--- config.mk ---
export PLATFORM = sky130hd
export DESIGN_NAME = vis_axis_packer
export DESIGN_NICKNAME = d
export VERILOG_FILES = /design/src/rtl/vis_axis_packer.sv
export SDC_FILE = /design/constraint.sdc
export NUM_CORES = 1
export LEC_CHECK = 0
export BUFFER_PORTS_ARGS = -buffer_cell sky130_fd_sc_hd__clkbuf_2
export CAP_MARGIN = 0
export CELL_PAD_IN_SITES_DETAIL_PLACEMENT = 0
export CELL_PAD_IN_SITES_GLOBAL_PLACEMENT = 1
export CORE_MARGIN = 5
export CORE_UTILIZATION = 42
export CTS_CLUSTER_SIZE = 12
export DETAILED_ROUTE_END_ITERATION = 6
export GPL_ROUTABILITY_DRIVEN = 1
export PLACE_DENSITY_LB_ADDON = 0.1
export SYNTH_ARGS = -nofsm -noshare
export SYNTH_HDL_FRONTEND = slang
export SYNTH_SLANG_ARGS = --single-unit
--- constraint.sdc ---
create_clock -name aclk -period 2.63 [get_ports aclk]
set_clock_uncertainty 0.05 [all_clocks]
set_input_delay 0.6575 -clock aclk [delete_from_list [all_inputs] [get_ports aclk]]
set_output_delay 0.6575 -clock aclk [all_outputs]
set_load 0.005 [all_outputs]
--- src/rtl/vis_axis_packer.sv ---
// rtl/vis_axis_packer.sv - packs correlator visibility words into a framed byte stream
// Frame layout: MAGIC(2) seq(2) { re(4) im(4) } x N  wcount(2), big-endian throughout.
module vis_axis_packer #(
    parameter logic [15:0] MAGIC = 16'hA55A,
    parameter int          CBITS = 16
) (
    input  logic        aclk,
    input  logic        aresetn,
    input  logic        s_tvalid_i,
    output logic        s_tready_o,
    input  logic        s_tlast_i,
    input  logic [31:0] s_revis_i,
    input  logic [31:0] s_imvis_i,
    output logic        m_tvalid_o,
    input  logic        m_tready_i,
    output logic        m_tlast_o,
    output logic [7:0]  m_tdata_o,
    output logic        busy_o
);

    typedef enum logic [1:0] {IDLE, HEAD, DATA, TAIL} state_t;

    state_t           state;
    state_t           state_nxt;
    logic [2:0]       idx;
    logic [2:0]       idx_nxt;

    logic [7:0][7:0]  buf_data;
    logic             buf_last;
    logic             full;
    logic             full_nxt;

    logic [CBITS-1:0] seq;
    logic [CBITS-1:0] wcount;
    logic [15:0]      seq16;
    logic [15:0]      wcount16;

    logic             accept;
    logic             xfer;
    logic             clear_buf;
    logic             tail_done;
    logic             load;
    logic             avail;
    logic [7:0]       byte_nxt;
    logic             last_nxt;

    assign accept    = s_tvalid_i && s_tready_o;
    assign xfer      = m_tvalid_o && m_tready_i;
    assign clear_buf = (state == DATA) && xfer && (idx == 3'd7);
    assign tail_done = (state == TAIL) && xfer && (idx == 3'd1);
    assign full_nxt  = accept || (full && !clear_buf);
    assign seq16     = 16'(seq);
    assign wcount16  = 16'(wcount);
    assign busy_o    = (state != IDLE);

    // state/idx name the byte position currently presented (or about to be);
    // the position only advances on an output transfer.
    always_comb begin
        state_nxt = state;
        idx_nxt   = idx;
        case (state)
            IDLE: begin
                if (full) begin
                    state_nxt = HEAD;
                    idx_nxt   = 3'd0;
                end
            end
            HEAD: begin
                if (xfer) begin
                    if (idx == 3'd3) begin
                        state_nxt = DATA;
                        idx_nxt   = 3'd0;
                    end else begin
                        idx_nxt = idx + 3'd1;
                    end
                end
            end
            DATA: begin
                if (xfer) begin
                    if (idx == 3'd7) begin
                        state_nxt = buf_last ? TAIL : DATA;
                        idx_nxt   = 3'd0;
                    end else begin
                        idx_nxt = idx + 3'd1;
                    end
                end
            end
            TAIL: begin
                if (xfer) begin
                    if (idx == 3'd1) begin
                        state_nxt = IDLE;
                        idx_nxt   = 3'd0;
                    end else begin
                        idx_nxt = idx + 3'd1;
                    end
                end
            end
            default: begin
                state_nxt = IDLE;
                idx_nxt   = 3'd0;
            end
        endcase
    end

    // Byte for the next position; a data byte exists only while its word is
    // still buffered (the buffer just released by the 8th byte does not count).
    always_comb begin
        avail    = 1'b0;
        byte_nxt = 8'h00;
        last_nxt = 1'b0;
        case (state_nxt)
            HEAD: begin
                avail = 1'b1;
                case (idx_nxt[1:0])
                    2'd0:    byte_nxt = MAGIC[15:8];
                    2'd1:    byte_nxt = MAGIC[7:0];
                    2'd2:    byte_nxt = seq16[15:8];
                    default: byte_nxt = seq16[7:0];
                endcase
            end
            DATA: begin
                avail    = full && !clear_buf;
                byte_nxt = buf_data[3'd7 - idx_nxt];
            end
            TAIL: begin
                avail    = 1'b1;
                byte_nxt = idx_nxt[0] ? wcount16[7:0] : wcount16[15:8];
                last_nxt = idx_nxt[0];
            end
            default: begin
                avail = 1'b0;
            end
        endcase
    end

    // No load on the IDLE->HEAD edge itself, so the first header byte appears one cycle later.
    assign load = (state != IDLE) && (xfer || !m_tvalid_o);

    always_ff @(posedge aclk or negedge aresetn) begin
        if (!aresetn) begin
            state      <= IDLE;
            idx        <= 3'd0;
            buf_data   <= '0;
            buf_last   <= 1'b0;
            full       <= 1'b0;
            s_tready_o <= 1'b0;
            seq        <= '0;
            wcount     <= '0;
            m_tvalid_o <= 1'b0;
            m_tlast_o  <= 1'b0;
            m_tdata_o  <= 8'h00;
        end else begin
            state      <= state_nxt;
            idx        <= idx_nxt;
            full       <= full_nxt;
            s_tready_o <= !full_nxt;

            if (accept) begin
                buf_data <= {s_revis_i, s_imvis_i};
                buf_last <= s_tlast_i;
            end

            if (load) begin
                m_tvalid_o <= avail;
                if (avail) begin
                    m_tdata_o <= byte_nxt;
                    m_tlast_o <= last_nxt;
                end else begin
                    m_tlast_o <= 1'b0;
                end
            end

            // A word accepted during TAIL belongs to the next frame and seeds its count.
            if (tail_done) begin
                seq    <= seq + CBITS'(1);
                wcount <= CBITS'(full_nxt);
            end else if (accept && (state != TAIL) && (wcount != {CBITS{1'b1}})) begin
                wcount <= wcount + CBITS'(1);
            end
        end
    end

endmodule
-- Word-level counts from Yosys, hierarchy flattened
Cells that the tools add are included.
- add/sub/neg operators: 4
- magnitude comparators: 1
- equal/unequal tests: 13
- multiplexer cells: 27
- reductions and logical operators: 21
- operators with widths (kind ; number):
    one-hot mux 8 bit (3 select lines) ; 2
    adder 16 x 1 -> 16 bit (second input constant) ; 2
    2-to-1 mux 16 bit ; 2
    binary-select mux 8 bit (select 3 bit) ; 1
    2-to-1 mux 3 bit ; 7
    2-to-1 mux 8 bit ; 2
    != test 16 bit (second input constant) ; 1
    2-to-1 mux 2 bit ; 7
    one-hot mux 3 bit (4 select lines) ; 1
    equality test 2 bit (second input constant) ; 5
    logical AND 1 bit ; 10
    one-hot mux 2 bit (4 select lines) ; 1
    equality test 2 x 1 -> 1 bit (second input constant) ; 3
    logical NOT 2 bit ; 2
    < comparator 3 x 4 -> 1 bit (second input constant) ; 1
    nonzero test 2 bit ; 2
    adder 3 x 1 -> 3 bit (second input constant) ; 1
    equality test 3 x 1 -> 1 bit (second input constant) ; 1
    equality test 3 x 2 -> 1 bit (second input constant) ; 1
    equality test 3 bit (second input constant) ; 1
    logical NOT 1 bit ; 3
    2-to-1 mux 1 bit ; 3
    subtractor 3 bit (first input constant) ; 1
    logical OR 1 bit ; 2
    4 further kinds ; 4
- bits in registers: 114
- output and inout port bits: 12
- word-level logic and storage cells: 84

-- Longest topological paths before layout
Gate-level depths: netlist of the first run.
- depth in word-level cells: 8
- depth in mapped cells: 10

-- Worst setup path before layout of the first run
Ideal clock, no wire load.
- path type: reg-to-reg
- start: reg idx[0]
- end: reg m_tdata_o[4]
- setup time: 0.126 ns
- data arrival time: 2.451 ns
- data required time: 2.454 ns
- setup slack: 0.003 ns
- stages on the path, launching flop included: 10
- buffers on the path: 0
- path through: dfrtp_1 inv_1 ha_1 and3b_1 a221oi_4 o21ai_4 inv_4 mux2_2 a22o_1 o32a_1
- longest elaborated chain between the ends: 8
- elaborated cells between the ends (all ways): 37
- those cells by class: 2 x add/sub; 8 x eq/ne; 21 x mux; 6 x reduce/logical
- RTL lines (what ; line ; RTL):
    from (decl) ; 25 ; logic [2:0] idx;
    from (signal assigned) ; 154 ; idx <= idx_nxt;
    adder 3 x 1 -> 3 bit (tied with other cells) ; 74, 84, 94 ;
    2-to-1 mux 3 bit (tied with other cells) ; 90 ; if (idx == 3'd1) begin
    2-to-1 mux 3 bit (tied with other cells) ; 89 ; if (xfer) begin
    one-hot mux 3 bit (4 select lines) / one-hot mux 2 bit (4 select lines) (equally long branches) ; 61 ; case (state)
    subtractor 3 bit (tied with other cells) ; 123 ; byte_nxt = buf_data[3'd7 - idx_nxt];
    binary-select mux 8 bit (select 3 bit) / OR reduction 2 bit (equally long branches) ; -- ;
    2-to-1 mux 8 bit (implied by the code) / one-hot mux 1 bit (2 select lines) (equally long branches) ; 123, 111 ;
    one-hot mux 8 bit (3 select lines) / AND reduction 2 bit (equally long branches) ; -- ;
    to (signal assigned) ; 166 ; m_tdata_o <= byte_nxt;
    to (decl) ; 17 ; output logic [7:0] m_tdata_o,
Parallel ways exist; a longest one is shown, timed or not. The select of a mux whose other input is x is not followed.
A chain may end at the register's enable or synchronous reset.

-- Worst setup path after layout of the first run
- start: reg idx[0]
- end: reg m_tdata_o[3]
The elaborated chain is that of the path after synthesis.

==> impl_metrics.ini, run 1 <==
[cells_and_area]
drive_above_1_share = 0.472
fillers = 1202
antenna_cells = 0
regArea_mm2 = 0.00285
multi_input_area_mm2 = 0.00311
nets = 751
area_growth_pct = 32.2

[synthesis]
synth_compound_area_frac = 0.148
synth_top_family_by_area = multiplexers
synth_mux_area_frac = 0.163
synth-main-ff-cell = dfrtp_1
synth_most_common_cell = dfrtp_1
ys_ff_latch = 114
syn_nets = 600
async_reset_ff_frac = 1.00
synth_xor_area_frac = 0.0440
synth.distinct_cells = 69
yosysTopAreaCell = dfrtp_1
syn-mean-instance-area_um2 = 11.4
synth-simple-area-share = 0.115
synth_edf_count = 0
synth_area_mm2 = 0.00598
synth_top_area_share = 0.477
ys_warn_count = 0
synth_fa_ha_area_frac = 0.0167
synth_common_cells = dfrtp_1 (114), mux2_2 (84), nor2_1 (34)
ys_seq_area_frac = 0.477
syn_inst = 523
synth_top_cells_by_area = dfrtp_1 (48%), mux2_2 (16%), xnor2_1 (2.3%), nor2_1 (2.1%), xor2_1 (2.1%)

[critical_path]
cp-start-kind = register
criticalPathCategory = register to register
required_ns = 2.94
crit_fanout = 6
worstPathArrival_ns = 2.94
crit_path_end_kind = register

[global_route]
gr-total-overflow = 0
track_usage = 0.207
grt_pass1_wl_mm = 26.6
antenna_found_initial = 0
grt_max_degree = 67
grt_pass1_vias = 5012

[placement]
io_buffers = 80
gp_congestion = 0.870
dp_hpwl_mm = 12.1
pre_cts_ws_ns = -0.174

[power_and_ir_drop]
power_w = 0.00917
ir_drop_v = 0.000693
power.switching_w = 0.00328
p_sw_frac = 0.358
intPower_w = 0.00589
p_comb_frac = 0.454
cellPowerDensity_mw_per_mm2 = 1160
p_leak_nw = 3.50
pwr-share-seq = 0.316
p_clk_frac = 0.230

[timing]
clock.fmax_mhz = 380
final-setup-viol-count = 0
fin_crit_ns = 2.63
max_slew_margin = 0.628
worst_pin_slew_ns = 0.557
slew_viol_final = 0
fin_setup_tns_ns = 0
final_hold_viol_count = 0
rsz0062_at_grt = true
layout_worst_path_cycle_share = 1.00
worst_slack_ns = 0.000807
holdWs_ns = 0.169

[floorplan]
core-area_mm2 = 0.0139
die_y_um = 129
start_util = 0.429
rows = 43
num_io_pins = 81
fp.dieW_um = 129
die_area_mm2 = 0.0167

[clock_network]
htree_levels = 4
cts-buffers-inserted = 17
cts_tree = built
hold_buffers = 0
clock_sinks = 114
cts_root_buffer = clkbuf_16
ctsLongestPathBuffers = 2
clk_pin_slew_ns = 0.06
clkLatencyLatePin_ns = 0.42

[hold_path]
min_path_type = input pin to asynchronous set/reset pin

[drt]
drc_errors = 0
wl_per_cell_um = 19.0
vias_per_cell = 5.59
drtIter0Drc = 297
num_vias = 4847
first_pass_iters = 5
drt_wl_total_mm = 16.4
drtAntennaViolNets = 0

[run_status]
status = completed

[run]
cap_violations = 0
## metal layers
layer  wire length [um]  global-route usage  vias up  share of wire
met5                  0                   0        -              0
met4                416              0.0797        0          0.025
met3                982              0.0631       40          0.060
met2               7720               0.320      153           0.47
met1               7320               0.275     2392           0.45
li1                   -                   -     2262              -
## power groups by stage
| stage | Sequential (W) | Combinational, W | Clock (W) |
|---|---|---|---|
| 6_report | 0.00290 | 0.00416 | 0.00211 |
| 5_1_grt | 0.00299 | 0.00450 | 0.00222 |
| 4_1_cts | 0.00290 | 0.00364 | 0.00215 |
| 3_5_place_dp | 0.00293 | 0.00341 | 0 |
| 3_3_place_gp | 0.00290 | 0.00337 | 0 |
| 2_1_floorplan | 0.00274 | 0.00222 | 0 |
## cell families after synthesis
logic type | after synthesis
simple gates | 132
flops | 114
compound gates | 109
mux | 87
buf+inv | 43
xor+xnor | 30
fa+ha+maj | 8
## repair_timing
item	CTS	global route
cloned	0	1
pin swaps	5	18
endpoints found under the setup margin	8	8
resized for setup	13	41
buffers inserted	9	12
## final cells by class
cell class / count / share of cell area
Multi-Input combinational cell: 366 / 0.394
Sequential cell: 114 / 0.361
Timing Repair Buffer: 162 / 0.140
Clock buffer: 18 / 0.0556
Tap cell: 180 / 0.0285
Clock inverter: 14 / 0.0136
Inverter: 12 / 0.00665
Timing Repair inverter: 1 / 0.000792
## registers in the layout (all words and copies together) (netlist names)
| signal | cells |
|---|---|
| buf_data | 64 |
| seq | 16 |
| wcount | 16 |
| m_tdata_o | 8 |
| idx | 3 |
| state | 2 |
| buf_last | 1 |
| full | 1 |
| m_tlast_o | 1 |
| m_tvalid_o | 1 |
| s_tready_o | 1 |
## cells in the final DEF (no fill, tap or decap), types with 5 or more instances in the layout
cell type    n
clkbuf_16   17
clkinv_4     7
mux2_2      80
nand2_1     23
xor2_1      14
o31ai_1     14
buf_6        5
dfrtp_1    113
and2_1       5
a22o_1       5
nor3_1       7
a21oi_1     10
buf_12       5
o211ai_1    16
nand3_1     16
xnor2_1     16
and3_1       8
o21ai_0      7
inv_1        9
clkbuf_2    79
nand4_1     11
buf_4       72
nor2_1      32
## critical path, cell delays in order (launching register included)
cell and delay (ns):
dfrtp_1 0.39, ha_2 0.21, ha_2 0.18, buf_4 0.10
and4_4 0.23, a22oi_2 0.08, or4_4 0.61, a211oi_1 0.38
or3_4 0.20, o32a_1 0.14
## per-stage QoR
step | cell area (um2) | std cells | util
floorplan | 5980 | 523 | -
global placement | 6940 | 813 | 0.498
detailed placement | 6940 | 813 | 0.498
CTS | 7610 | 854 | 0.546
global route | 7900 | 867 | 0.567
finish | 7900 | 867 | 0.567
## worst paths after layout
path | startpoint | slack [ns] | end | cells past startpoint
max in group asynchronous | aresetn | 1.76 | buf_data[52]$_DFFE_PN0P_ | 2
setup reg to reg | idx[0]$_DFF_PN0_ | 0.0008 | m_tdata_o[3]$_DFFE_PN0P_ | 9
hold / removal | aresetn | 0.17 | buf_last$_DFFE_PN0P_ | 1
min in group aclk | s_revis_i[18] | 0.42 | buf_data[50]$_DFFE_PN0P_ | 2
hold reg to reg | seq[15]$_DFFE_PN0P_ | 0.43 | seq[15]$_DFFE_PN0P_ | 1
setup / recovery | idx[0]$_DFF_PN0_ | 0.0008 | m_tdata_o[3]$_DFFE_PN0P_ | 9
No activity file was read; power rests on OpenSTA's default activity.
==> inputs of run 2 (changes only) <==
- CELL_PAD_IN_SITES_DETAIL_PLACEMENT: 0 -> 1
==> run 2 against run 1 <==
Effect of this change: sequential share of layout area rose by 0.59 points; hold slack improved by 0.012 ns; fmax rose by 0.30%; via count fell by 1.3%; non-clock buffer count fell by 11; global-route usage rose by 1.7 points; die area did not move; wire length rose by 7.5%; clock power rose by 6%; critical path depth rose by 1; critical path type unchanged.
==> impl_metrics.ini, run 2 (synthesis gave the netlist of run 1 again) <==
[critical_path]
path_depth = 10
reg2reg_depth = 10
crit_path_end_kind = register
cp_slowest_stage_delay_ns = 0.61
required_ns = 2.90
criticalPathCategory = register to register
path_cells = inv_1 > ha_4 > buf_4 > and4_4 > a22oi_2 > or4_4 > buf_6 > a211oi_4 > nor4_4 > a31oi_1
worstPathArrival_ns = 2.89
crit_family = simple AND/OR/NAND/NOR gates
critical_path_buf_inv_count = 3
cp-start-kind = register
crit_fanout = 5
crit_slowest_cell = or4_4

[global_route]
gr-total-overflow = 0
track_usage = 0.224
grt_pass1_vias = 5390
grt_max_degree = 67
grtUsageMet2 = 0.380
use_met3 = 0.0606
antenna_found_initial = 0
grt_pass1_wl_mm = 28.7
grt_busiest_layer = met2
use_met1 = 0.279

[power_and_ir_drop]
cellPowerDensity_mw_per_mm2 = 1160
ir_drop_v = 0.000600
p_leak_nw = 3.43
power_w = 0.00899

[floorplan]
rows = 43
num_io_pins = 81
die_area_mm2 = 0.0167
fp.dieW_um = 129
start_util = 0.429
core-area_mm2 = 0.0139
die_y_um = 129

[cells_and_area]
final_common_cell = dfrtp_1
fin_util = 0.558
reg_top3 = buf_data: 64 flops, seq: 16 flops, wcount: 16 flops
regMostFlops = buf_data
largest_register_ffs = 64
fin_cells = 855
nets = 739
area_growth_pct = 30.2
drive_above_1_share = 0.447
antenna_cells = 0
final_cell_mix = dfrtp_1 (111), mux2_2 (84), clkbuf_2 (79)

[timing]
layout_worst_path_cycle_share = 0.997
rsz0062_at_grt = true
worst_pin_slew_ns = 0.586
fin_crit_ns = 2.62
clock.fmax_mhz = 381
final-setup-viol-count = 0
holdWs_ns = 0.181
slew_viol_final = 0
max_slew_margin = 0.609
final_hold_viol_count = 0

[clock_network]
htree_levels = 4
ctsLongestPathBuffers = 2
clkLatencyLatePin_ns = 0.42
cts_root_buffer = clkbuf_16
clock_sinks = 114
cts_tree = built
cts-buffers-inserted = 17
hold_buffers = 0
clk_pin_slew_ns = 0.06

[placement]
dp_hpwl_mm = 12.9
gp_congestion = 0.870
placedCellCount = 813
io_buffers = 80

[drt]
drtAntennaViolNets = 0
drt_wl_total_mm = 17.7
drtIter0Drc = 269
drc_errors = 0
wl_per_cell_um = 20.7
first_pass_iters = 4
vias_per_cell = 5.60
num_vias = 4786

[run_status]
status = completed

[hold_path]
min_path_type = input pin to asynchronous set/reset pin

[run]
cap_violations = 0
[run 2: changes by cell type in the layout (fill, tap and decap cells not counted), sizes merged]
cell / change
buf: -11
clkinv: -1
bufinv: +1
clkbuf: +1
inv: -1
clkinvlp: -1
[run 2: power breakdown]
group	internal [W]	total (W)	switching [W]
clock network	0.00136	0.00224	0.000882
logic	0.00196	0.00382	0.00185
registers	0.00242	0.00293	0.000510
total	0.00575	0.00899	0.00325
[run 2: path summary, 6_finish.rpt]
kind                                          from                  endpoint  slack [ns]
max in group asynchronous                  aresetn  buf_data[52]$_DFFE_PN0P_        1.73
worst max register to register    idx[2]$_DFF_PN0_  m_tdata_o[7]$_DFFE_PN0P_       0.009
worst min-delay path                       aresetn      buf_last$_DFFE_PN0P_        0.18
worst max-delay path              idx[2]$_DFF_PN0_  m_tdata_o[7]$_DFFE_PN0P_       0.009
min in group aclk                     s_imvis_i[0]   buf_data[0]$_DFFE_PN0P_        0.42
worst min register to register  seq[3]$_DFFE_PN0P_        seq[3]$_DFFE_PN0P_        0.45
[run 2: worst reg2reg max path, delay by kind of cell (launching register included)]
| kind | cells | cell delay (ns) |
|---|---|---|
| buf+inv | 3 | 0.40 |
| compound gates | 3 | 0.55 |
| flops | 1 | 0.46 |
| fa+ha+maj | 1 | 0.15 |
| simple gates | 3 | 0.93 |
[run 2: routing by layer]
| layer | part of all wire | wire length [um] |
|---|---|---|
| met5 | 0 | 0 |
| met4 | 0.012 | 204 |
| met3 | 0.048 | 845 |
| met2 | 0.51 | 8940 |
| met1 | 0.44 | 7690 |
[run 2: cell type report]
| type | count | area, um2 |
|---|---|---|
| Tap cell | 180 | 225 |
| Clock buffer | 19 | 453 |
| Fill cell | 1502 | 6150 |
| Sequential cell | 114 | 2860 |
| Clock inverter | 13 | 129 |
| Inverter | 12 | 50.0 |
| Multi-Input combinational cell | 366 | 3070 |
| Timing Repair Buffer | 151 | 1000 |
[run 2: timing repair]
| item | in CTS | in global routing |
|---|---|---|
| pin swaps | 5 | 13 |
| setup endpoints to repair | 8 | 8 |
| gates resized for setup | 19 | 18 |
| buffers inserted | 4 | 6 |
[run 2: metrics by stage]
stage	cell area [um2]	TNS, ns	setup slack (ns)
2_1_floorplan	5980	0	0.00273
3_3_place_gp	6940	-0.435	-0.145
3_5_place_dp	6940	-0.781	-0.176
4_1_cts	7640	0	0.0148
5_1_grt	7780	-0.350	-0.0874
6_report	7780	0	0.00871
==> inputs of run 3 (changes only) <==
- CORE_MARGIN: 5 -> 4
- SETUP_SLACK_MARGIN: unset -> 0.15
==> run 3 against run 2 <==
Effect of this change: die area fell by 3.1%; largest cell class unchanged; highest routed layer unchanged; flip-flop and latch count unchanged; final area rose by 2.5%; critical path type unchanged.
==> impl_metrics.ini, run 3 (synthesis gave the netlist of run 1 again) <==
[drt]
drc_errors = 0
num_vias = 4839
drtAntennaViolNets = 0
drtIter0Drc = 241
vias_per_cell = 5.64
first_pass_iters = 4
drt_wl_total_mm = 18.7
wl_per_cell_um = 21.8

[clock_network]
hold_buffers = 0
cts_root_buffer = clkbuf_16
cts-buffers-inserted = 17
clk_pin_slew_ns = 0.06
ctsLongestPathBuffers = 2
clkLatencyLatePin_ns = 0.42
htree_levels = 4
clock_sinks = 114
cts_tree = built

[run]
cap_violations = 0

[critical_path]
reg2reg_from = idx[0]$_DFF_PN0_
r2r_setup_slack_ns = 0.006
criticalPathCategory = register to register
crit_path_end_kind = register
required_ns = 2.89
r2r-end = m_tdata_o[3]$_DFFE_PN0P_
reg2reg_depth = 10
worstPathArrival_ns = 2.88
cp-start-kind = register
crit_fanout = 5

[timing]
fin_crit_ns = 2.62
worst_pin_slew_ns = 0.723
worst_slack_ns = 0.00586
fin_setup_tns_ns = 0
clock.fmax_mhz = 381
final-setup-viol-count = 0
max_slew_margin = 0.518
rsz0062_at_grt = true
slew_viol_final = 0
layout_worst_path_cycle_share = 0.998
final_hold_viol_count = 0

[floorplan]
core-area_mm2 = 0.0139
num_io_pins = 81
fp.dieW_um = 127
die_y_um = 127
rows = 43
die_area_mm2 = 0.0162
start_util = 0.429

[cells_and_area]
drive_above_1_share = 0.487
stdcell_area_mm2 = 0.00797
area_growth_pct = 33.4
fillers = 1470
reg_top3 = buf_data: 64 flops, seq: 16 flops, wcount: 16 flops
antenna_cells = 0
fin_util = 0.572
regMostFlops = buf_data
multi_input_area_mm2 = 0.00321
regArea_mm2 = 0.00286
nets = 742
largest_register_ffs = 64
final_cell_mix = dfrtp_1 (109), mux2_2 (79), clkbuf_2 (79)
final_common_cell = dfrtp_1

[global_route]
grt_max_degree = 67
track_usage = 0.240
grt_pass1_wl_mm = 29.9
gr-total-overflow = 0
antenna_found_initial = 0
grt_pass1_vias = 5375

[placement]
placed_area_mm2 = 0.00698
io_buffers = 80
gp_congestion = 0.937
pre_cts_ws_ns = -0.187
dp_hpwl_mm = 13.4

[power_and_ir_drop]
p_leak_nw = 3.48
ir_drop_v = 0.000708
cellPowerDensity_mw_per_mm2 = 1180
power_w = 0.00937

[hold_path]
min_path_type = input pin to asynchronous set/reset pin

[run_status]
status = completed
[run 3: worst max-delay path by stage]
stage | end | slack [ns] | start | cells past startpoint
detailed placement | m_tdata_o[5]$_DFFE_PN0P_ | -0.19 | m_tready_i | 9
global route | m_tdata_o[3]$_DFFE_PN0P_ | -0.07 | idx[0]$_DFF_PN0_ | 10
global placement | m_tdata_o[3]$_DFFE_PN0P_ | -0.09 | m_tready_i | 8
CTS | m_tdata_o[4]$_DFFE_PN0P_ | 0.04 | idx[0]$_DFF_PN0_ | 9
floorplan | m_tdata_o[7]$_DFFE_PN0P_ | 0.15 | idx[1]$_DFF_PN0_ | 10
finish | m_tdata_o[3]$_DFFE_PN0P_ | 0.006 | idx[0]$_DFF_PN0_ | 10
[run 3: report_power, final]
group          internal (W)  switching (W)  total [W]  leakage (nW)
logic               0.00213        0.00203    0.00415          1.82
registers           0.00242       0.000558    0.00298          1.39
clock network       0.00134       0.000902    0.00224         0.267
total               0.00589        0.00349    0.00937          3.48
[run 3: cell type report]
class / count / area share
sequential: 114 / 0.359
multi-input combinational: 366 / 0.403
timing repair buffer: 153 / 0.131
clock inverter: 13 / 0.0158
clock buffer: 19 / 0.0555
timing repair inverter: 1 / 0.000785
tap: 180 / 0.0282
inverter: 12 / 0.00659
[run 3: what timing repair did]
action,4_1_cts,5_1_grt
hold endpoints to repair,0,0
setup buffers,12,1
pin swaps,12,11
resized for setup,34,35
setup endpoints to repair,8,13
gates cloned,1,0
[run 3: per-layer routing]
layer	up-vias	global-route usage	wire length [um]
met5	-	0	0
met4	0	0.0896	439
met3	28	0.0477	816
met2	113	0.404	9340
met1	2466	0.307	8130
li1	2232	-	-
[run 3: metrics by stage]
stage	instances	hold WS, ns
floorplan	523	0.312
global placement	812	0.433
detailed placement	812	0.429
CTS	857	0.252
global route	858	0.262
finish	858	0.227
[run 3: critical path, stage by stage, from the launching register on]
cell and delay, ns:
dfrtp_2 0.45, buf_4 0.16, ha_4 0.17, and3b_4 0.19, o41ai_4 0.36, a21oi_4 0.13
inv_2 0.09, buf_4 0.14, a211oi_1 0.05, or3_1 0.36, o32a_1 0.36
